**src/rtl/line_pkg.sv**
```systemverilog
// Shared character constants and helpers for the line release buffer.
package line_pkg;

  localparam logic [7:0] CHAR_LF = 8'h0a;
  localparam logic [7:0] CHAR_CR = 8'h0d;

  // A byte that closes the current line and releases it to the transmitter.
  function automatic logic is_terminator(input logic [7:0] b);
    return (b == CHAR_LF) || (b == CHAR_CR);
  endfunction

endpackage

```
**src/rtl/sfifo.sv**
```systemverilog
// Synchronous byte FIFO with an extra pointer bit for full/empty detection.
// The head word is presented combinationally so the transmitter sees it as
// soon as a line is released. A write that arrives while the FIFO is full
// is taken when the same cycle also pops the head.
module sfifo #(
  parameter int BW     = 8,
  parameter int LGFLEN = 8
) (
  input  logic              i_clk,
  input  logic              i_reset,
  input  logic              i_wr,
  input  logic [BW-1:0]     i_data,
  input  logic              i_rd,
  output logic [BW-1:0]     o_data,
  output logic [LGFLEN:0]   o_fill,
  output logic              o_full
);

  localparam logic [LGFLEN:0] FULL_LVL = (LGFLEN+1)'(1 << LGFLEN);

  logic [BW-1:0]   mem [1 << LGFLEN];
  logic [LGFLEN:0] wr_ptr;
  logic [LGFLEN:0] rd_ptr;
  logic            empty;
  logic            do_wr;
  logic            do_rd;

  assign o_fill = wr_ptr - rd_ptr;
  assign o_full = (o_fill == FULL_LVL);
  assign empty  = (o_fill == '0);
  assign do_rd  = i_rd && !empty;
  assign do_wr  = i_wr && (!o_full || do_rd);
  assign o_data = mem[rd_ptr[LGFLEN-1:0]];

  // Pointer advance; reset empties the FIFO without touching storage.
  always_ff @(posedge i_clk or posedge i_reset) begin
    if (i_reset) begin
      wr_ptr <= '0;
      rd_ptr <= '0;
    end else begin
      if (do_wr) wr_ptr <= wr_ptr + 1'b1;
      if (do_rd) rd_ptr <= rd_ptr + 1'b1;
    end
  end

  // Storage write; contents are don't-care until a pointer covers them.
  always_ff @(posedge i_clk) begin
    if (do_wr) mem[wr_ptr[LGFLEN-1:0]] <= i_data;
  end

endmodule

```
**src/rtl/line_release_buffer.sv**
```systemverilog
// Line release buffer between rxuart and txuart. Received bytes are stored
// but held back from the transmitter until their line is released by a
// terminator, by reaching MAX_LINE bytes, or by an idle timeout.
// release_cnt counts stored bytes that belong to released lines; open_len
// counts bytes of the line still being collected. Their sum is the FIFO fill.
module line_release_buffer
  import line_pkg::*;
#(
  parameter int LGFLEN            = 8,
  parameter int MAX_LINE          = 80,
  parameter int TIMEOUT           = 0,
  parameter bit OPT_CRLF_COLLAPSE = 1'b1
) (
  input  logic              i_clk,
  input  logic              i_reset,
  input  logic              i_rx_stb,
  input  logic [7:0]        i_rx_data,
  output logic              o_tx_stb,
  output logic [7:0]        o_tx_data,
  input  logic              i_tx_busy,
  output logic [LGFLEN:0]   o_fill,
  output logic [LGFLEN:0]   o_open_len,
  output logic              o_overflow
);

  localparam int              TW        = (TIMEOUT > 1) ? $clog2(TIMEOUT) : 1;
  localparam logic [TW-1:0]   IDLE_LOAD = (TIMEOUT > 0) ? TW'(TIMEOUT - 1) : '0;
  localparam logic [LGFLEN:0] MAX_LEN   = (LGFLEN+1)'(MAX_LINE);

  logic [LGFLEN:0] fill;
  logic [LGFLEN:0] release_cnt;
  logic [LGFLEN:0] release_nxt;
  logic [LGFLEN:0] open_len;
  logic [LGFLEN:0] open_nxt;
  logic [TW-1:0]   idle_cnt;
  logic            full;
  logic            last_was_cr;
  logic            drop_lf;
  logic            rx_take;
  logic            wr_en;
  logic            rd_en;
  logic            tmo_hit;
  logic            force_rel;

  assign rd_en     = o_tx_stb && !i_tx_busy;
  assign drop_lf   = OPT_CRLF_COLLAPSE && last_was_cr && (i_rx_data == CHAR_LF);
  assign rx_take   = i_rx_stb && !drop_lf;
  assign wr_en     = rx_take && (!full || rd_en);
  assign tmo_hit   = (TIMEOUT > 0) && !i_rx_stb && (open_len != '0) && (idle_cnt == '0);
  // Safety net: a full FIFO holding only an open line would never drain.
  assign force_rel = full && (open_len == fill) && (open_len != '0);

  assign o_fill     = fill;
  assign o_open_len = open_len;

  sfifo #(
    .BW     (8),
    .LGFLEN (LGFLEN)
  ) u_fifo (
    .i_clk   (i_clk),
    .i_reset (i_reset),
    .i_wr    (wr_en),
    .i_data  (i_rx_data),
    .i_rd    (rd_en),
    .o_data  (o_tx_data),
    .o_fill  (fill),
    .o_full  (full)
  );

  // Next-state of the line counters: release on write/timeout, minus a pop.
  always_comb begin
    release_nxt = release_cnt;
    open_nxt    = open_len;
    if (wr_en) begin
      if (is_terminator(i_rx_data) || ((open_len + 1'b1) == MAX_LEN)) begin
        release_nxt = release_cnt + open_len + 1'b1;
        open_nxt    = '0;
      end else begin
        open_nxt = open_len + 1'b1;
      end
    end else if (tmo_hit || force_rel) begin
      release_nxt = release_cnt + open_len;
      open_nxt    = '0;
    end
    if (rd_en) release_nxt = release_nxt - 1'b1;
  end

  // Registered counters, tx strobe, overflow pulse, CR tracking, idle timer.
  always_ff @(posedge i_clk or posedge i_reset) begin
    if (i_reset) begin
      release_cnt <= '0;
      open_len    <= '0;
      o_tx_stb    <= 1'b0;
      o_overflow  <= 1'b0;
      last_was_cr <= 1'b0;
      idle_cnt    <= '0;
    end else begin
      release_cnt <= release_nxt;
      open_len    <= open_nxt;
      o_tx_stb    <= (release_nxt != '0);
      o_overflow  <= rx_take && full && !rd_en;
      if (i_rx_stb) begin
        last_was_cr <= (i_rx_data == CHAR_CR);
        idle_cnt    <= IDLE_LOAD;
      end else if ((open_len != '0) && (idle_cnt != '0)) begin
        idle_cnt <= idle_cnt - 1'b1;
      end
    end
  end

endmodule

```
**config.mk**
```make
export PLATFORM = sky130hd
export DESIGN_NAME = line_release_buffer
export DESIGN_NICKNAME = d
export VERILOG_FILES = /design/src/rtl/line_pkg.sv /design/src/rtl/sfifo.sv /design/src/rtl/line_release_buffer.sv
export SDC_FILE = /design/constraint.sdc
export NUM_CORES = 2
export LEC_CHECK = 0
export CAP_MARGIN = 20
export CORE_MARGIN = 1.5
export CORE_UTILIZATION = 55
export CTS_BUF_LIST = sky130_fd_sc_hd__clkbuf_4 sky130_fd_sc_hd__clkbuf_8
export DETAILED_ROUTE_END_ITERATION = 12
export DONT_BUFFER_PORTS = 1
export GPL_ROUTABILITY_DRIVEN = 0
export PLACE_DENSITY = 0.72
export SYNTH_ARGS = -nofsm -noshare
export SYNTH_HDL_FRONTEND = slang
export SYNTH_SLANG_ARGS = --single-unit
export TNS_END_PERCENT = 1
```
**constraint.sdc**
```tcl
create_clock -name i_clk -period 9.5 [get_ports i_clk]
set_input_delay 0.95 -clock i_clk [delete_from_list [all_inputs] [get_ports i_clk]]
set_output_delay 0.95 -clock i_clk [all_outputs]
set_load 0.05 [all_outputs]
```
==> reports/summary.txt <==
=================================================================================
Result of the run                                                    complete, no violations
Number of DRC markers in iteration 0                                         4358
Number of synthesized flops with an enable pin                               2048
Most Used Layer, Global Route                                                met2
Post-Synth Simple-Gate Area                                                0.0262
Cell leakage power                                                        28.1 nW
Final max-slew violation count                                                  0
Horizontal die dimension                                              389 microns
Final number of hold-violating endpoints                                        0
Starting Density                                                            0.554
Share of synthesized area spent on multiplexers                             0.184
# port buffers                                                                  0
CP Launch Point                                                      u_fifo.rd_ptr[0]$_DFFE_PP0P_
Final routed DRC violation total                                                0
Cell area after layout                                                90500 sq um
Final Routed Wirelength                                              186000 microns
Portion of synthesized cell area occupied by the leading cell type          0.749
TritonCTS clock tree                                                          yes
Worst-skew pair later-pin latency                                         1010 ps
Post-Syn Area                                                         82100 sq um
Endpoints failing setup                                                         0
Sum of overflow across all layers after global routing                          0
Ratio of cells with drive above 1 in the final layout                       0.307
Maximum buffer depth of the clock tree                                          4
Area share of fa/ha/maj cells after synthesis                             0.00445
Routed vias/inst                                                             6.52
Number of maximum-capacitance violations                                        0
Area share of xor/xnor cells in the synthesized design                    0.00549
Worst flop-to-flop path startpoint                                   u_fifo.rd_ptr[3]$_DFFE_PP0P_
Pin count of the biggest net entering global routing                          261
Standard cell core area                                              148000 sq um
CTS HTree Levels                                                                5
Post-Synthesis Cells                                                         3645
Mean area per synthesized cell                                         22.5 sq um
RSZ-0062 raised after global routing                                        false
Die H                                                                 389 microns
I/O pin cnt                                                                    40
Class of the worst hold path                                             in2async
Crit path setup slack, layout                                             2510 ps
WHS                                                                       47.0 ps
Fmax                                                                    0.143 GHz
Met1 routing resource usage after global routing                            0.371
Signal arrival time at the worst endpoint                                 6040 ps
Global-route usage over all layers                                          0.249
VDD IR max                                                               0.247 mV
Post-CTS Setup Repair Bufs                                                      0
Clock root buffer                                                    sky130_fd_sc_hd__clkbuf_8
Share of the synthesized area in compound gates (AO/OA/AOI/OAI)           0.00825
Worst setup SP type                                                      register
Total placed instance area                                            84200 sq um
Flops & latches, synth                                                       2087
Worst slew slack as a fraction of its limit                                 0.205
Number of antenna violations at the first check in global routing               5
Kind of critical path                                                     reg2out
Netlist cell types                                                             73
Max FO, Critical Path                                                          93
Sum of net half-perimeters after detailed placement                  103000 microns
Post-detailed-route count of antenna-violating nets                             0
Transition time at the pin with the least slew margin                     1190 ps
Area overhead of the layout relative to synthesis                           10.2%
CTS Buf Count                                                                 339
Length of the first detailed-routing pass in iterations                         7
Nets@finish                                                                  3881
Via count of the first global-routing pass                                  39300
Synth Warn #                                                                    0
Resized cells post-CTS                                                          0
Detailed-route wire length per cell                                  31.0 microns
Post-Place Cells                                                             5427
Clock slew seen by the registers of the worst setup and hold paths          60 ps
Cell taking the most area after synthesis                            sky130_fd_sc_hd__edfxtp_1
Share of async-settable or async-resettable flops after synthesis          0.0187
Total number of clock tree sinks                                             2087
Tcrit/Tclk final                                                            0.736
Worst slack at placement                                                  3500 ps
Endpoint type of the worst setup path                                primary output
Full die area                                                        152000 sq um
Setup TNS Final                                                              0 ps
Most frequently used flop master after synthesis                     sky130_fd_sc_hd__edfxtp_1
Largest family of logic cells by synthesized area                    multiplexers
Post-Synthesis Net Count                                                     3685
Cell Pwr Density                                                      283 nW/um^2
Routing usage on met3                                                      0.0478
Share of the yosys chip area belonging to registers                         0.761
Wire length of the first global-routing pass                         272000 microns
Total Power Consumption                                                   25.6 mW
Vias after detailed routing                                                 39100
Data required time of the worst path                                      8550 ps
Clock tree skew after final layout                                        65.4 ps
Util after Layout                                                           0.611
Leading post-synthesis cells by cell area                            sky130_fd_sc_hd__edfxtp_1 75%, sky130_fd_sc_hd__mux4_2 18%, sky130_fd_sc_hd__nor2_1 1.3%
Standard-cell row count                                                       141
Cell Count, Final, Fillers Out                                               6001
Period minus WS final                                                     6990 ps
Grt met2 use                                                                0.381
=================================================================================
worst max-delay path: stages, from the launching register on:
cell and delay (ps):
sky130_fd_sc_hd__dfrtp_4 820, sky130_fd_sc_hd__buf_12 530, sky130_fd_sc_hd__buf_4 750, sky130_fd_sc_hd__mux4_2 640
sky130_fd_sc_hd__mux4_2 520, sky130_fd_sc_hd__nand2_1 180, sky130_fd_sc_hd__a311oi_1 210, sky130_fd_sc_hd__a211oi_1 730
sky130_fd_sc_hd__a31oi_2 340
power breakdown:
part	internal, mW	leakage [nW]	switching (mW)
combinational	3.50	5.90	4.43
sequential	10.3	18.9	0.200
clock	3.89	3.29	3.36
total	17.6	28.1	7.98
flip-flops by register name, summed over array words and instances (netlist names):
name,count
last_was_cr,1
o_open_len,9
o_overflow,1
o_tx_stb,1
release_cnt,9
u_fifo.mem,2048
u_fifo.rd_ptr,9
u_fifo.wr_ptr,9
cell usage in the layout, fill, tap and decap left out, types with 19 or more instances in the layout:
cell and count:
sky130_fd_sc_hd__clkinv_2 34, sky130_fd_sc_hd__nor2_1 282, sky130_fd_sc_hd__and3_1 22, sky130_fd_sc_hd__mux4_2 668
sky130_fd_sc_hd__nand3_1 27, sky130_fd_sc_hd__ha_1 26, sky130_fd_sc_hd__clkinv_1 70, sky130_fd_sc_hd__clkbuf_4 104
sky130_fd_sc_hd__clkbuf_8 351, sky130_fd_sc_hd__dfrtp_1 35, sky130_fd_sc_hd__buf_4 45, sky130_fd_sc_hd__edfxtp_1 2048
sky130_fd_sc_hd__xnor2_1 31, sky130_fd_sc_hd__inv_1 19, sky130_fd_sc_hd__nand2_1 97
final cells by class:
type                       count  area, sq um
tap                         1930         2410
antenna                        2         5.00
inverter                      24         97.6
multi-input combinational   1336        18800
sequential                  2087        62500
clock buffer                 455         5610
timing repair buffer          53          494
fill                        9899        57600
clock inverter               114          576
Yosys cell counts (6+ instances only):
master	instances
sky130_fd_sc_hd__xnor2_1	31
sky130_fd_sc_hd__inv_1	21
sky130_fd_sc_hd__nand3_1	27
sky130_fd_sc_hd__nor2b_1	8
sky130_fd_sc_hd__a31oi_1	12
sky130_fd_sc_hd__nand2_1	97
sky130_fd_sc_hd__a21oi_1	16
sky130_fd_sc_hd__a211oi_1	6
sky130_fd_sc_hd__nor2_1	282
sky130_fd_sc_hd__ha_1	26
sky130_fd_sc_hd__buf_1	66
sky130_fd_sc_hd__o21ai_0	15
sky130_fd_sc_hd__nand4_1	9
sky130_fd_sc_hd__mux4_2	668
sky130_fd_sc_hd__a211o_1	7
sky130_fd_sc_hd__nand2b_1	6
sky130_fd_sc_hd__xor2_1	16
sky130_fd_sc_hd__and2_1	8
sky130_fd_sc_hd__dfrtp_1	39
sky130_fd_sc_hd__edfxtp_1	2048
sky130_fd_sc_hd__a21o_1	7
sky130_fd_sc_hd__clkbuf_1	127
sky130_fd_sc_hd__and3_1	22
worst paths after layout:
check	to	slack, ps	cells after the start
setup / recovery	o_tx_data[7]	2510	8
hold / removal	o_open_len[0]$_DFFE_PP0P_	50	1
setup reg to reg	o_tx_stb$_DFF_PP0_	3430	18
hold reg to reg	last_was_cr$_DFFE_PP0P_	500	1
max in group asynchronous	u_fifo.rd_ptr[2]$_DFFE_PP0P_	8720	1
min in group i_clk	u_fifo.mem[45][5]$_DFFE_PP_	80	0
kinds of logic (layout without fill, tap and decap cells):
group                      after synthesis  after routing
AOI/OAI and AO/OA                       94             94
xor gates and xnor gates                49             49
adders and majority gates               28             28
buffers and inverters                  222            646
DFF                                   2087           2087
muxes                                  674            674
other                                    0              2
and+or+nand+nor                        491            491
routing by layer:
| layer | share of wire | wire length [microns] |
|---|---|---|
| met1 | 0.40 | 75000 |
| met2 | 0.48 | 89200 |
| met3 | 0.094 | 17500 |
| met4 | 0.025 | 4570 |
| met5 | 0.000070 | 13 |
repair_timing:
action | in CTS | in global routing
hold buffers | 1 | 0
endpoints found under the setup margin | 0 | 0
endpoints found under the hold margin | 20 | 0
No activity file was read; power rests on OpenSTA's default activity.
